File: config.mk
export PLATFORM = sky130hd
export DESIGN_NAME = cgra_cfg_sequencer
export DESIGN_NICKNAME = d
export VERILOG_FILES = /design/src/rtl/cgra_ctrl_pkg.sv /design/src/rtl/cgra_run_timer.sv /design/src/rtl/cgra_cfg_sequencer.sv
export SDC_FILE = /design/constraint.sdc
export NUM_CORES = 1
export LEC_CHECK = 0
export ABC_AREA = 1
export BUFFER_PORTS_ARGS = -buffer_cell sky130_fd_sc_hd__buf_4
export CORE_UTILIZATION = 45
export DETAILED_ROUTE_END_ITERATION = 8
export PLACE_DENSITY = 0.63
export REMOVE_ABC_BUFFERS = 1
export SLEW_MARGIN = 10
export SYNTH_ARGS = -nofsm -noshare
export SYNTH_HDL_FRONTEND = slang
export SYNTH_SLANG_ARGS = --single-unit
File: constraint.sdc
create_clock -name clk -period 1.72 [get_ports clk]
set_input_delay 0.516 -clock clk [delete_from_list [all_inputs] [get_ports clk]]
set_output_delay 0.516 -clock clk [all_outputs]
set_load 0.05 [all_outputs]
File: src/rtl/cgra_ctrl_pkg.sv
// ---------------------------------------------------------------------------
// cgra_ctrl_pkg
// Shared definitions for the CGRA configuration sequencer: geometry
// parameters, command opcodes, FSM state encoding and the header byte layout.
// ---------------------------------------------------------------------------
package cgra_ctrl_pkg;

    localparam int N_TILES    = 4;
    localparam int CFG_WORDS  = 4;
    localparam int DATA_WIDTH = 8;

    localparam int TILE_W    = $clog2(N_TILES);
    localparam int ADDR_W    = $clog2(CFG_WORDS);
    // One extra bit so a length byte of 0 can stand for a full 256-cycle run.
    localparam int RUN_CNT_W = DATA_WIDTH + 1;

    localparam logic [1:0] OP_NOP   = 2'b00;
    localparam logic [1:0] OP_LOAD  = 2'b01;
    localparam logic [1:0] OP_RUN   = 2'b10;
    localparam logic [1:0] OP_FLUSH = 2'b11;

    typedef enum logic [1:0] {
        ST_IDLE    = 2'd0,
        ST_LOAD    = 2'd1,
        ST_RUN_LEN = 2'd2,
        ST_RUN     = 2'd3
    } state_e;

    // Header byte: op in [7:6], tile in [5:4], arg in [3:0].
    typedef struct packed {
        logic [1:0]         op;
        logic [TILE_W-1:0]  tile;
        logic [N_TILES-1:0] arg;
    } header_t;

endpackage

File: src/rtl/cgra_run_timer.sv
// ---------------------------------------------------------------------------
// cgra_run_timer
// Run-length down counter. A length byte of 0 loads a full 256-cycle run.
// Ports:
//   clk, rst_n  clock / asynchronous active-low reset
//   load_i      load len_i into the counter
//   len_i       run length byte (0 means 256)
//   dec_i       decrement by one this cycle (ignored once the counter is 0)
//   last_o      counter is on its final cycle
// ---------------------------------------------------------------------------
module cgra_run_timer
    import cgra_ctrl_pkg::*;
(
    input  logic       clk,
    input  logic       rst_n,
    input  logic       load_i,
    input  logic [7:0] len_i,
    input  logic       dec_i,
    output logic       last_o
);

    logic [RUN_CNT_W-1:0] cnt_q;
    logic [RUN_CNT_W-1:0] cnt_d;

    always_comb begin
        // NOTE: default assignment first so no path leaves cnt_d unassigned (no latch).
        cnt_d = cnt_q;
        if (load_i) begin
            cnt_d = (len_i == '0) ? RUN_CNT_W'(256) : RUN_CNT_W'(len_i);
        end else if (dec_i && cnt_q != '0) begin
            cnt_d = cnt_q - RUN_CNT_W'(1);
        end
    end

    always_ff @(posedge clk or negedge rst_n) begin
        // NOTE: non-blocking assignments so every flop samples pre-edge values.
        if (!rst_n) begin
            cnt_q <= '0;
        end else begin
            cnt_q <= cnt_d;
        end
    end

    assign last_o = (cnt_q == RUN_CNT_W'(1));

endmodule

File: src/rtl/cgra_cfg_sequencer.sv
// ---------------------------------------------------------------------------
// cgra_cfg_sequencer
// Byte-serial configuration loader and run scheduler for the 2x2 CGRA.
// Parses header + payload bytes, emits per-tile config writes, runs a tile
// mask for a programmed number of cycles and pulses the NoC FIFO flush.
// Ports:
//   clk, rst_n          clock / asynchronous active-low reset
//   ena                 design enable; low freezes FSM and counters
//   in_valid, in_data   command byte stream
//   in_ready            byte accepted when in_valid && in_ready
//   cfg_we              one-cycle config write strobe
//   cfg_tile/addr/data  write target tile, word index and value
//   tile_en             per-tile compute enable (forced 0 while ena is low)
//   fifo_flush          one-cycle NoC FIFO clear pulse
//   busy                FSM is not idle
//   done                one-cycle pulse after a run completes
//   err                 one-cycle pulse on a RUN header with an empty mask
// ---------------------------------------------------------------------------
module cgra_cfg_sequencer
    import cgra_ctrl_pkg::*;
(
    input  logic       clk,
    input  logic       rst_n,
    input  logic       ena,
    input  logic       in_valid,
    input  logic [7:0] in_data,
    output logic       in_ready,
    output logic       cfg_we,
    output logic [1:0] cfg_tile,
    output logic [1:0] cfg_addr,
    output logic [7:0] cfg_data,
    output logic [3:0] tile_en,
    output logic       fifo_flush,
    output logic       busy,
    output logic       done,
    output logic       err
);

    state_e               state_q;
    logic [TILE_W-1:0]    tile_q;
    logic [ADDR_W-1:0]    addr_q;
    logic [ADDR_W-1:0]    rem_q;      // payload bytes still expected, minus one
    logic [N_TILES-1:0]   mask_q;

    logic                 cfg_we_q;
    logic [TILE_W-1:0]    cfg_tile_q;
    logic [ADDR_W-1:0]    cfg_addr_q;
    logic [7:0]           cfg_data_q;
    logic [N_TILES-1:0]   tile_en_q;
    logic                 fifo_flush_q;
    logic                 done_q;
    logic                 err_q;

    logic                 accept;
    logic                 timer_last;
    header_t              hdr;

    assign in_ready = ena && (state_q != ST_RUN);
    assign accept   = in_valid && in_ready;
    assign hdr      = header_t'(in_data);

    cgra_run_timer u_timer (
        .clk    (clk),
        .rst_n  (rst_n),
        .load_i (accept && state_q == ST_RUN_LEN),
        .len_i  (in_data),
        .dec_i  (ena && state_q == ST_RUN),
        .last_o (timer_last)
    );

    always_ff @(posedge clk or negedge rst_n) begin
        if (!rst_n) begin
            state_q      <= ST_IDLE;
            tile_q       <= '0;
            addr_q       <= '0;
            rem_q        <= '0;
            mask_q       <= '0;
            cfg_we_q     <= 1'b0;
            cfg_tile_q   <= '0;
            cfg_addr_q   <= '0;
            cfg_data_q   <= '0;
            tile_en_q    <= '0;
            fifo_flush_q <= 1'b0;
            done_q       <= 1'b0;
            err_q        <= 1'b0;
        end else begin
            // Strobes last one cycle even if ena drops right after they fire.
            cfg_we_q     <= 1'b0;
            fifo_flush_q <= 1'b0;
            done_q       <= 1'b0;
            err_q        <= 1'b0;

            if (ena) begin
                case (state_q)
                    ST_IDLE: begin
                        if (accept) begin
                            case (hdr.op)
                                OP_LOAD: begin
                                    tile_q  <= hdr.tile;
                                    addr_q  <= hdr.arg[1:0];
                                    rem_q   <= hdr.arg[3:2];
                                    state_q <= ST_LOAD;
                                end
                                OP_RUN: begin
                                    if (hdr.arg == '0) begin
                                        err_q <= 1'b1;
                                    end else begin
                                        mask_q  <= hdr.arg;
                                        state_q <= ST_RUN_LEN;
                                    end
                                end
                                OP_FLUSH: fifo_flush_q <= 1'b1;
                                OP_NOP:   ;
                                default:  ;
                            endcase
                        end
                    end
                    ST_LOAD: begin
                        if (accept) begin
                            cfg_we_q   <= 1'b1;
                            cfg_tile_q <= tile_q;
                            cfg_addr_q <= addr_q;
                            cfg_data_q <= in_data;
                            addr_q     <= addr_q + ADDR_W'(1);
                            rem_q      <= rem_q - ADDR_W'(1);
                            if (rem_q == '0) begin
                                state_q <= ST_IDLE;
                            end
                        end
                    end
                    ST_RUN_LEN: begin
                        if (accept) begin
                            tile_en_q <= mask_q;
                            state_q   <= ST_RUN;
                        end
                    end
                    ST_RUN: begin
                        if (timer_last) begin
                            tile_en_q <= '0;
                            done_q    <= 1'b1;
                            state_q   <= ST_IDLE;
                        end
                    end
                    default: state_q <= ST_IDLE;
                endcase
            end
        end
    end

    assign cfg_we     = cfg_we_q;
    assign cfg_tile   = cfg_tile_q;
    assign cfg_addr   = cfg_addr_q;
    assign cfg_data   = cfg_data_q;
    // A paused run must not compute, so the enable is masked without delay.
    assign tile_en    = tile_en_q & {N_TILES{ena}};
    assign fifo_flush = fifo_flush_q;
    assign busy       = (state_q != ST_IDLE);
    assign done       = done_q;
    assign err        = err_q;

endmodule
Yosys cells after proc, flatten, opt, wreduce, memory -nomap -nowiden
Cells that the tools add are included.
{ "classes": {"reduce_logical": 20, "addsub": 3, "bitwise_logic": 2, "eq_ne": 16, "muxes": 37} }
{ "ops": {"columns": ["op", "count"], "rows": [
  ["2-to-1 mux 9 bit", 3],
  ["2-to-1 mux 2 bit", 12],
  ["2-to-1 mux 1 bit", 15],
  ["inequality test 2 bit, second input constant", 6],
  ["one-hot mux 2 bit (2 select lines)", 3],
  ["AND reduction 5 bit", 2],
  ["equality test 9 x 1 -> 1 bit, second input constant", 1],
  ["nonzero test 9 bit", 1],
  ["subtractor 9 x 1 -> 9 bit, second input constant", 1],
  ["equality test 2 bit, second input constant", 4],
  ["logical NOT 8 bit", 1],
  ["2-to-1 mux 4 bit", 2],
  ["one-hot mux 2 bit (4 select lines)", 1],
  ["one-hot mux 4 bit (2 select lines)", 1],
  ["AND reduction 4 bit", 2],
  ["AND reduction 8 bit", 1],
  ["nonzero test 2 bit", 4],
  ["logical AND 1 bit", 5],
  ["AND 4 bit", 1],
  ["equality test 2 x 1 -> 1 bit, second input constant", 2],
  ["logical NOT 2 bit", 2],
  ["logical NOT 4 bit", 1],
  ["inequality test 3 x 1 -> 1 bit, second input constant", 1],
  ["inequality test 3 bit, second input constant", 1],
  ["5 further kinds", 5]
]} }
{ "totals": {"wordCells": 92, "input_bits": 12, "register_bits": 41, "output_inout_bits": 22} }

Longest topological paths before layout
Gate-level depths: netlist of the first run.
{ "depth": {"ltp_word": 6, "depth_mapped": 10, "ltp_nobuf": 10} }

Hierarchy
A second synthesis of the first run with hierarchy kept.
{ "hier_totals": {"cells_unflattened": 274, "area_unflattened_um2": 2217.1} }
{ "modules_own_cells": {"columns": ["mod", "seq_area_each_um2", "area_per_inst_um2", "instances", "cells_each"], "rows": [
  ["cgra_cfg_sequencer", 800.8, 1519.0, 1, 175],
  ["cgra_run_timer", 225.2, 698.2, 1, 99]
]} }

Least setup slack after synthesis of the first run
No wires, ideal clock.
{ "synth_path": {"path_type": "reg2out", "startpoint": "register state_q[1]", "endpoint": "output port in_ready", "arrival_time_ns": 1.294, "path_slack_ns": -0.090, "stages_incl_launch_ff": 4, "n_path_buf": 0, "t_required_ns": 1.204, "cell_sequence": "dfrtp_1 -> nand2_4 -> inv_1 -> nor2_1"} }
{ "synth_between": {"elab_chain_cells": 2} }
{ "synth_rtl": {"columns": ["element", "line", "text"], "rows": [
  ["start: declaration", "cgra_cfg_sequencer.sv:39", "state_e state_q;"],
  ["start signal: assignment", "cgra_cfg_sequencer.sv:73", "state_q <= ST_IDLE;"],
  ["start signal: assignment", "cgra_cfg_sequencer.sv:102", "state_q <= ST_LOAD;"],
  ["start signal: assignment", "cgra_cfg_sequencer.sv:109", "state_q <= ST_RUN_LEN;"],
  ["inequality test 2 bit", "cgra_cfg_sequencer.sv:58", "assign in_ready = ena && (state_q != ST_RUN);"],
  ["logical AND 1 bit", "cgra_cfg_sequencer.sv:58", null],
  ["end: declaration", "cgra_cfg_sequencer.sv:27", "output logic in_ready,"]
]} }
No other way between the ends.

Worst setup path after layout of the first run
{ "layout_path": {"startpoint": "register state_q[0]", "endpoint": "output port busy"} }
{ "layout_between": {"elab_chain_cells": 1} }
{ "layout_rtl": {"columns": ["element", "line", "text"], "rows": [
  ["nonzero test 2 bit", "cgra_cfg_sequencer.sv:157", "assign busy = (state_q != ST_IDLE);"],
  ["end: declaration", "cgra_cfg_sequencer.sv:34", "output logic busy,"]
]} }
No other way between the ends.

==> metrics.cfg, run 1 <==
[worst_setup_path]
crit_chain = inv_2 -> nand2_2 -> buf_6
critPathSlowestCell = dfrtp_2
cp-start-kind = flop
worstPathArrival_ps = 1160
cpPeakStageDelay_ps = 450
endpoint_kind = output pin
crit_fanout = 6
path_class = flop to output pin
required_ps = 1200

[cells_and_area]
syn2layout_area_growth_pct = 19.9
antenna_cells = 0
final_area_um2 = 2570
nFillCells = 422
layout-drive-gt1-share_pct = 22.2
fin_cells = 372
final_common_cell = nand2_1
final_cell_mix = 82 x nand2_1, 39 x dfrtp_1, 37 x buf_4
final_nets = 335

[synth]
netlist_area_um2 = 2140
ys_types = 26
syn_avg_cell_area_um2 = 7.77
yosys_warnings = 0
ys.flop_type = dfrtp_1
synth_edf_count = 0
synthCells = 276
yosysSeqAreaShare_pct = 47.8
ys_seq_elements = 41
async_flop_share_pct = 100

[route]
antenna_left = 0
drcViolationCount = 2
first_iter_violations = 67
drt-total-wl_um = 4560
via_count = 1810
firstDrtPassIters = 6
wl_per_cell_um = 12.3
vias_per_cell = 4.87

[placed_design]
gp_congestion = 0.834
io_buffers = 33
hpwl_um = 3340
placed_area_um2 = 2440
dp_cells = 360

[timing]
worst_clock_skew_ps = 11.6
period_minus_slack_ps = 1670
slew_violations = 0
tightest_slew_ps = 515
final_hold_viol_count = 0
fmax_mhz = 597
tns_ps = 0
rsz0062_at_grt = yes
relSlewSlack_pct = 65.7
layout_worst_path_cycle_share_pct = 97.4
finalSetupViolations = 0

[status]
status = finished, violations left
violations = DRC

[clock_network]
insertion_delay_ps = 300
hold_buffers = 0
tritoncts = done
cts_max_path_buffers = 2
htreeDepth = 2
clock-sinks = 41
path_clk_slew_ps = 90
cts_buffers = 5
cts_root_buf = clkbuf_8

[flow_run]
cap_violations = 0

[die]
die_w_um = 71.0
fp-row-count = 24
die-area_um2 = 5050
core_area_um2 = 4470
initial_utilization_pct = 47.9
io_pins = 34
dieHeight_um = 71.0

[grt]
grt_overflow = 0
grt_pass1_wl_um = 7710
grt_use_total_pct = 20.1
grt_pass1_vias = 1721
grt_max_degree = 42
grt_antenna_before_repair = 0

[min_path]
hold_path_class = input port to async pin

[power]
p_leak_uw = 0.00138
ir_drop_uv = 805
pwr_density_cell_nw_per_um2 = 1880

==> cells in the mapped netlist (all sizes together) (2+ instances only) <==
master,count,share of area (%)
o21ai,35,8.3
dfrtp,41,48
a21oi,7,1.6
nand3,15,3.7
xor2,3,1.2
nor2,30,5.8
ha,4,2.3
nand4,2,0.58
nor3,3,1.2
buf,3,1.4
nand2,90,18
inv,39,6.8
==> path summary, 6_finish.rpt <==
check | from | endpoint | slack (ps) | cells past startpoint
worst max-delay path | state_q[0]$_DFFE_PN0P_ | busy | 50 | 3
worst min-delay path | rst_n | u_timer.cnt_q[3]$_DFFE_PN0P_ | 190 | 1
worst max register to register | u_timer.cnt_q[1]$_DFFE_PN0P_ | tile_en_q[1]$_DFFE_PN0P_ | 240 | 9
worst min register to register | cfg_tile[0]$_DFFE_PN0P_ | cfg_tile[0]$_DFFE_PN0P_ | 470 | 2
max in group asynchronous | rst_n | state_q[0]$_DFFE_PN0P_ | 1150 | 1
min in group clk | in_data[6] | u_timer.cnt_q[6]$_DFFE_PN0P_ | 470 | 3
==> flip-flops by register name, summed over array words and instances (netlist names) <==
| signal | cells |
|---|---|
| u_timer.cnt_q | 9 |
| cfg_data | 8 |
| mask_q | 4 |
| tile_en_q | 4 |
| addr_q | 2 |
| cfg_addr | 2 |
| cfg_tile | 2 |
| rem_q | 2 |
| state_q | 2 |
| tile_q | 2 |
| cfg_we | 1 |
| done | 1 |
| err | 1 |
| fifo_flush | 1 |
==> cells by family after synthesis <==
group | synth area share [%]
and+or+nand+nor | 29.3
AOI/OAI and AO/OA | 10.7
buffers and inverters | 8.63
DFF | 47.8
adders and majority gates | 2.33
xor gates and xnor gates | 1.23
==> report_power, final <==
part | internal [µW] | switching, µW | leakage [µW] | total [µW]
registers | 1390 | 268 | 0.000508 | 1660
clock network | 280 | 353 | 0.0000439 | 633
logic | 840 | 1700 | 0.000832 | 2540
==> what timing repair did <==
item,CTS,global route
buffers inserted,4,0
resized for setup,3,2
cloned,0,0
setup endpoints to repair,2,2
pin swaps,1,0
hold endpoints to repair,0,0
==> critical path, delay by kind of cell, from the launching register on <==
family	cells	cell delay, ps
flops	1	450
buf+inv	2	280
simple gates	1	130
==> routing by layer <==
metal | track usage, % | vias up | routed length (µm)
met1 | 27.1 | 819 | 2270
li1 | - | 948 | -
met3 | 4.99 | 4 | 186
met5 | 0 | - | 0
met2 | 31.2 | 39 | 2050
met4 | 8.00 | 0 | 46
==> stage by stage <==
stage	worst slack [ps]	utilization, %	hold slack (ps)	power (µW)
CTS	12.7	57.3	201	4870
floorplan	-90.0	-	220	3490
finish	45.2	57.5	186	4840
global placement	197	54.6	459	4120
detailed placement	184	54.6	460	4150
global route	-11.7	57.5	231	5250
==> layout make-up <==
cell class                      count  area [µm²]  area share (%)
Clock buffer                        5        68.8            2.68
Clock inverter                      3        17.5           0.681
Inverter                           40         155            6.03
Multi-Input combinational cell    192         936            36.4
Sequential cell                    41        1030            40.0
Tap cell                           52        65.1            2.53
Timing Repair Buffer               39         300            11.7
(Power assumes the default switching activity.)
==> inputs of run 2 (changes only) <==
--- a/config.mk
+++ b/config.mk
@@ -5,7 +5,7 @@
 export SDC_FILE = /design/constraint.sdc
 export NUM_CORES = 1
 export LEC_CHECK = 0
-export ABC_AREA = 1
+export ABC_AREA = 0
 export BUFFER_PORTS_ARGS = -buffer_cell sky130_fd_sc_hd__buf_4
 export CORE_UTILIZATION = 45
 export DETAILED_ROUTE_END_ITERATION = 8
==> metrics.cfg, run 2 <==
[timing]
timing.hold.ws_ps = 200  ; was 186 ps
finalSetupViolations = 2  ; was 0
tightest_slew_ps = 515  ; about the same
rsz0062_at_grt = yes  ; unchanged
fmax_mhz = 572  ; was 597 MHz
fin_ws_ps = -27.8  ; was 45.2 ps
slew_violations = 0  ; unchanged
relSlewSlack_pct = 65.7  ; about the same
worst_clock_skew_ps = 5.95  ; was 11.6 ps
layout_worst_path_cycle_share_pct = 102  ; was 97.4%
period_minus_slack_ps = 1750  ; was 1670 ps
final_hold_viol_count = 0  ; unchanged

[worst_setup_path]
critPathSlowestCell = or4_4  ; was dfrtp_2
r2r-end = u_timer.cnt_q[7]$_DFFE_PN0P_  ; was tile_en_q[1]$_DFFE_PN0P_
r2r_slack_ps = -30  ; was 240 ps
cpPeakStageDelay_ps = 420  ; was 450 ps
endpoint_kind = flop  ; was output pin
crit_fanout = 2  ; was 6
reg2reg_depth = 5  ; was 9
cp-start-kind = flop  ; unchanged
required_ps = 1880  ; was 1200 ps
crit_chain = or3_4 -> or4_4 -> buf_4 -> o31ai_2 -> a31oi_1  ; was inv_2 -> nand2_2 -> buf_6
worstPathArrival_ps = 1910  ; was 1160 ps
crit_buf_inv = 1  ; was 2
cp_top_family = simple AND/OR/NAND/NOR gates  ; was flip-flops
reg2reg_from = u_timer.cnt_q[2]$_DFFE_PN0P_  ; was u_timer.cnt_q[1]$_DFFE_PN0P_
path_class = flop to flop  ; was flop to output pin

[die]
initial_utilization_pct = 47.7  ; was 47.9%
dieHeight_um = 67.8  ; was 71.0 µm
core_area_um2 = 4090  ; was 4470 µm²
fp-row-count = 23  ; was 24
die-area_um2 = 4600  ; was 5050 µm²
die_w_um = 67.8  ; was 71.0 µm
io_pins = 34  ; unchanged

[synth]
ys_types = 41  ; was 26
synthCells = 179  ; was 276
ys_top_cells_by_count = 41 x dfrtp_1, 18 x mux2_2, 13 x nor2_1, 11 x nand2_1  ; was 82 x nand2_1, 41 x dfrtp_1, 33 x inv_1, 27 x nor2_1, 18 x o21ai_0
syn_avg_cell_area_um2 = 10.9  ; was 7.77 µm²
yosys_warnings = 0  ; unchanged
synth_top_area_cell = dfrtp_1  ; unchanged
yosysTopAreaCellShare_pct = 52.6  ; was 47.8%
ys.flop_type = dfrtp_1  ; unchanged
async_flop_share_pct = 100  ; unchanged
synth_edf_count = 0  ; unchanged
yosysMostFrequentCell = dfrtp_1  ; was nand2_1
netlist_area_um2 = 1950  ; was 2140 µm²
synthTopCellsByArea = dfrtp_1 53%, mux2_2 10%, a21oi_1 2.6%, ha_1 2.6%, o21ai_0 2.6%  ; was dfrtp_1 48%, nand2_1 14%, inv_1 5.8%, nor2_1 4.7%, o21ai_0 4.2%
ys_seq_elements = 41  ; unchanged
yosysSeqAreaShare_pct = 52.6  ; was 47.8%

[placed_design]
hpwl_um = 3420  ; was 3340 µm
gp_congestion = 0.882  ; was 0.834
io_buffers = 33  ; unchanged

[power]
ir_drop_uv = 1190  ; was 805 µV
total_power_uw = 4460  ; was 4840 µW
p_leak_uw = 0.00132  ; was 0.00138 µW
pwr_density_cell_nw_per_um2 = 1670  ; was 1880 nW/µm²

[route]
first_iter_violations = 153  ; was 67
via_count = 1691  ; was 1810
drcViolationCount = 0  ; was 2
wl_per_cell_um = 16.0  ; was 12.3 µm
drt-total-wl_um = 4780  ; was 4560 µm
firstDrtPassIters = 4  ; was 6
antenna_left = 0  ; unchanged
vias_per_cell = 5.66  ; was 4.87

[clock_network]
clock-sinks = 41  ; unchanged
path_clk_slew_ps = 70  ; was 90 ps
cts_root_buf = clkbuf_8  ; unchanged
htreeDepth = 2  ; unchanged
tritoncts = done  ; unchanged
hold_buffers = 0  ; unchanged
cts_buffers = 5  ; unchanged
insertion_delay_ps = 280  ; was 300 ps
cts_max_path_buffers = 2  ; unchanged

[grt]
grt_use_total_pct = 22.5  ; was 20.1%
grt_pass1_vias = 1565  ; was 1721
grt_max_degree = 42  ; unchanged
grt_antenna_before_repair = 0  ; unchanged
grt_pass1_wl_um = 7540  ; was 7710 µm
grt_overflow = 0  ; unchanged

[cells_and_area]
final_nets = 264  ; was 335
regMostFlops = u_timer.cnt_q  ; unchanged
syn2layout_area_growth_pct = 37.4  ; was 19.9%
post-route-util_pct = 65.6  ; was 57.5%
layout-drive-gt1-share_pct = 43.0  ; was 22.2%
final_common_cell = buf_4  ; was nand2_1
largest_reg_flops = 9  ; unchanged
final_cell_mix = 64 x buf_4, 41 x dfrtp_1, 18 x mux2_2  ; was 82 x nand2_1, 39 x dfrtp_1, 37 x buf_4
antenna_cells = 0  ; unchanged

[min_path]
hold_path_class = input port to async pin  ; unchanged

[status]
status = finished, violations left  ; unchanged
violations = setup timing  ; was DRC

[flow_run]
cap_violations = 0  ; unchanged

==> run 2: changes by cell type after synthesis, sizes merged, moves of 13 or more <==
cell,change
nand2,-79
nor2,-17
nand3,-13
mux2,+18
o21ai,-24
inv,-32
==> run 2: layout make-up <==
| class | instances | area, µm² |
|---|---|---|
| fillers | 346 | 1410 |
| flip-flops and latches | 41 | 1030 |
| multi-input cells | 124 | 895 |
| repair buffers | 69 | 549 |
| clock buffers | 6 | 82.6 |
| well taps | 50 | 62.6 |
| clock inverters | 2 | 37.5 |
| inverters | 7 | 26.3 |
==> run 2: timing repair <==
item | in CTS | in global routing
gates resized for setup | 6 | 8
setup buffers | 6 | 0
setup endpoints to repair | 3 | 15
pin swaps | 1 | 0
endpoints found under the hold margin | 0 | 0
==> run 2: cell families after synthesis <==
logic type	share of synthesized area, %
simple gates	16.3
compound gates	14.4
buf+inv	2.70
mux	11.4
flops	52.6
fa+ha+maj	2.57
==> run 2: through the flow <==
step | setup slack, ps | area (µm²) | setup TNS [ps] | cells
3_5_place_dp | -77.4 | 2470 | -406 | 285
5_1_grt | -99.5 | 2680 | -378 | 299
2_1_floorplan | -113 | 1920 | -212 | 172
4_1_cts | -26.7 | 2660 | -42.1 | 299
3_3_place_gp | -55.3 | 2470 | -98.0 | 285
6_report | -27.8 | 2680 | -53.9 | 299
==> run 2: routing by layer <==
layer | track usage [%] | wire length, µm
met4 | 5.73 | 36
met3 | 5.17 | 204
met2 | 35.6 | 2390
met5 | 0 | 0
met1 | 31.2 | 2150
==> run 2: worst max path at each step <==
stage                                       from                            to  slack (ps)  cells after the start
floorplan                                    ena                      in_ready        -110                      2
global route        u_timer.cnt_q[2]$_DFFE_PN0P_  u_timer.cnt_q[7]$_DFFE_PN0P_        -100                      4
global placement                             ena  u_timer.cnt_q[7]$_DFFE_PN0P_         -60                      5
detailed placement                    in_data[7]         mask_q[0]$_DFFE_PN0P_         -80                      6
CTS                 u_timer.cnt_q[2]$_DFFE_PN0P_  u_timer.cnt_q[7]$_DFFE_PN0P_         -30                      4
finish              u_timer.cnt_q[2]$_DFFE_PN0P_  u_timer.cnt_q[7]$_DFFE_PN0P_         -30                      5
==> run 2: worst reg2reg max path: stages, from the launching register on <==
cell	delay (ps)
dfrtp_1	390
or3_4	390
or4_4	420
buf_4	160
o31ai_2	170
a31oi_1	100
==> run 2: where the power goes <==
group | internal [µW] | switching (µW) | leakage [µW]
Clock | 472 | 333 | 0.0000574
Combinational | 887 | 1210 | 0.000740
Sequential | 1330 | 232 | 0.000520
==> inputs of run 3 (changes only) <==
--- a/config.mk
+++ b/config.mk
@@ -9,7 +9,7 @@
 export BUFFER_PORTS_ARGS = -buffer_cell sky130_fd_sc_hd__buf_4
 export CORE_UTILIZATION = 45
 export DETAILED_ROUTE_END_ITERATION = 8
-export PLACE_DENSITY = 0.63
+export PLACE_DENSITY = 0.66
 export REMOVE_ABC_BUFFERS = 1
 export SLEW_MARGIN = 10
 export SYNTH_ARGS = -nofsm -noshare
==> constraint.sdc (replaced) <==
create_clock -name clk -period 1.5 [get_ports clk]
set_input_delay 0.45 -clock clk [delete_from_list [all_inputs] [get_ports clk]]
set_output_delay 0.45 -clock clk [all_outputs]
set_load 0.05 [all_outputs]
==> metrics.cfg, run 3 (synthesis results as in run 2) <==
[worst_setup_path]
worstPathArrival_ps = 2010  ; was 1910 ps
crit_path_start = u_timer.cnt_q[2]$_DFFE_PN0P_  ; unchanged
required_ps = 1710  ; was 1880 ps
r2r_slack_ps = -290  ; was -30 ps
crit_fanout = 2  ; unchanged
cp_top_family = simple AND/OR/NAND/NOR gates  ; unchanged
r2r-end = u_timer.cnt_q[7]$_DFFE_PN0P_  ; unchanged
cp-start-kind = flop  ; unchanged
path_class = flop to flop  ; unchanged
endpoint_kind = flop  ; unchanged
critPathSlowestCell = or4_4  ; unchanged
cpPeakStageDelay_ps = 420  ; about the same
crit_chain = or3_4 -> or4_4 -> or3b_1 -> a31oi_1  ; was or3_4 -> or4_4 -> buf_4 -> o31ai_2 -> a31oi_1
crit_buf_inv = 0  ; was 1
reg2reg_depth = 4  ; was 5
reg2reg_from = u_timer.cnt_q[2]$_DFFE_PN0P_  ; unchanged

[route]
first_iter_violations = 88  ; was 153
wl_per_cell_um = 17.2  ; was 16.0 µm
drcViolationCount = 0  ; unchanged
via_count = 1816  ; was 1691
antenna_left = 0  ; unchanged
vias_per_cell = 5.59  ; was 5.66
firstDrtPassIters = 4  ; unchanged
drt-total-wl_um = 5590  ; was 4780 µm

[cells_and_area]
layout-drive-gt1-share_pct = 56.4  ; was 43.0%
regMostFlops = u_timer.cnt_q  ; unchanged
antenna_cells = 0  ; unchanged
syn2layout_area_growth_pct = 59.2  ; was 37.4%
largest_reg_flops = 9  ; unchanged
final_nets = 290  ; was 264
final_cell_mix = 76 x buf_4, 41 x dfrtp_1, 15 x buf_6  ; was 64 x buf_4, 41 x dfrtp_1, 18 x mux2_2
post-route-util_pct = 75.9  ; was 65.6%
final_common_cell = buf_4  ; unchanged

[clock_network]
hold_buffers = 0  ; unchanged
htreeDepth = 2  ; unchanged
cts_root_buf = clkbuf_8  ; unchanged
tritoncts = done  ; unchanged
path_clk_slew_ps = 80  ; was 70 ps
clock-sinks = 41  ; unchanged
cts_buffers = 5  ; unchanged
insertion_delay_ps = 290  ; was 280 ps
cts_max_path_buffers = 2  ; unchanged

[power]
p_leak_uw = 0.00150  ; was 0.00132 µW
ir_drop_uv = 1460  ; was 1190 µV
pwr_density_cell_nw_per_um2 = 1870  ; was 1670 nW/µm²

[grt]
grt_max_degree = 42  ; unchanged
grt_use_total_pct = 25.9  ; was 22.5%
grt_pass1_wl_um = 8570  ; was 7540 µm
grt_antenna_before_repair = 0  ; unchanged
grt_pass1_vias = 1772  ; was 1565
grt_overflow = 0  ; unchanged

[die]
io_pins = 34  ; unchanged
fp-row-count = 23  ; unchanged
dieHeight_um = 67.8  ; unchanged
die_w_um = 67.8  ; unchanged
initial_utilization_pct = 47.7  ; unchanged
die-area_um2 = 4600  ; unchanged
core_area_um2 = 4090  ; unchanged

[status]
status = finished, violations left  ; unchanged
violations = setup timing  ; unchanged

[timing]
period_minus_slack_ps = 1790  ; was 1750 ps
fmax_mhz = 558  ; was 572 MHz
slew_violations = 0  ; unchanged
finalSetupViolations = 20  ; was 2
worst_clock_skew_ps = 7.57  ; was 5.95 ps
final_hold_viol_count = 0  ; unchanged
layout_worst_path_cycle_share_pct = 120  ; was 102%
fin_ws_ps = -294  ; was -27.8 ps
relSlewSlack_pct = 66.1  ; was 65.7%
rsz0062_at_grt = yes  ; unchanged
tightest_slew_ps = 508  ; was 515 ps

[placed_design]
dp_slack_ps = -351  ; was -77.4 ps
gp_congestion = 0.883  ; was 0.882
io_buffers = 33  ; unchanged
hpwl_um = 3580  ; was 3420 µm

[flow_run]
cap_violations = 0  ; unchanged

[min_path]
hold_path_class = input port to async pin  ; unchanged

[run 3: changes by cell type in the layout (fill, tap and decap cells not counted), moves of 3 or more]
cell	delta
nor3_1	-3
nor3_4	+3
mux2_2	-4
buf_6	+12
buf_4	+12
mux2_4	+4
o21ai_0	-4
ha_1	-3
nor2_4	+3
[run 3: timing repair]
action,4_1_cts,5_1_grt
buffers inserted,11,4
endpoints found under the setup margin,22,40
pin swaps,8,8
resized for setup,36,32
gates cloned,1,1
[run 3: layer usage]
layer  global-route usage [%]  up-vias  wire [µm]
met5                        0        -          0
met4                     7.55        0         74
met3                     4.67        8        262
met2                     44.7       59       2890
met1                     33.2      906       2360
li1                         -      843          -
[run 3: final cells by class]
type / instances / area, µm²
Clock inverter: 3 / 46.3
Sequential cell: 41 / 1030
Fill cell: 266 / 983
Clock buffer: 5 / 68.8
Inverter: 7 / 26.3
Multi-Input combinational cell: 124 / 1070
Tap cell: 50 / 62.6
Timing Repair Buffer: 95 / 805
[run 3: per-stage QoR]
step                      instances  instance area [µm²]  total power (µW)  setup TNS, ps  hold WS [ps]
after floorplan                 172                 1920              3240          -2330           154
after global routing            325                 3100              6130          -3830           166
after detailed placement        300                 2580              4280          -5390           458
after global placement          300                 2580              4210          -4490           449
final                           325                 3100              5820          -2530           130
after CTS                       320                 2930              5530          -1250           144
[run 3: worst max path at each step]
stage,to,cells past startpoint,slack [ps]
floorplan,u_timer.cnt_q[7]$_DFFE_PN0P_,4,-320
finish,u_timer.cnt_q[7]$_DFFE_PN0P_,4,-290
detailed placement,mask_q[2]$_DFFE_PN0P_,5,-350
CTS,u_timer.cnt_q[7]$_DFFE_PN0P_,4,-300
global route,u_timer.cnt_q[7]$_DFFE_PN0P_,4,-380
global placement,mask_q[1]$_DFFE_PN0P_,5,-280
[run 3: report_power, final]
part	total (µW)	switching [µW]	internal (µW)
Combinational	3120	1670	1450
Sequential	1810	291	1520
Clock	884	386	498
Total	5820	2350	3470
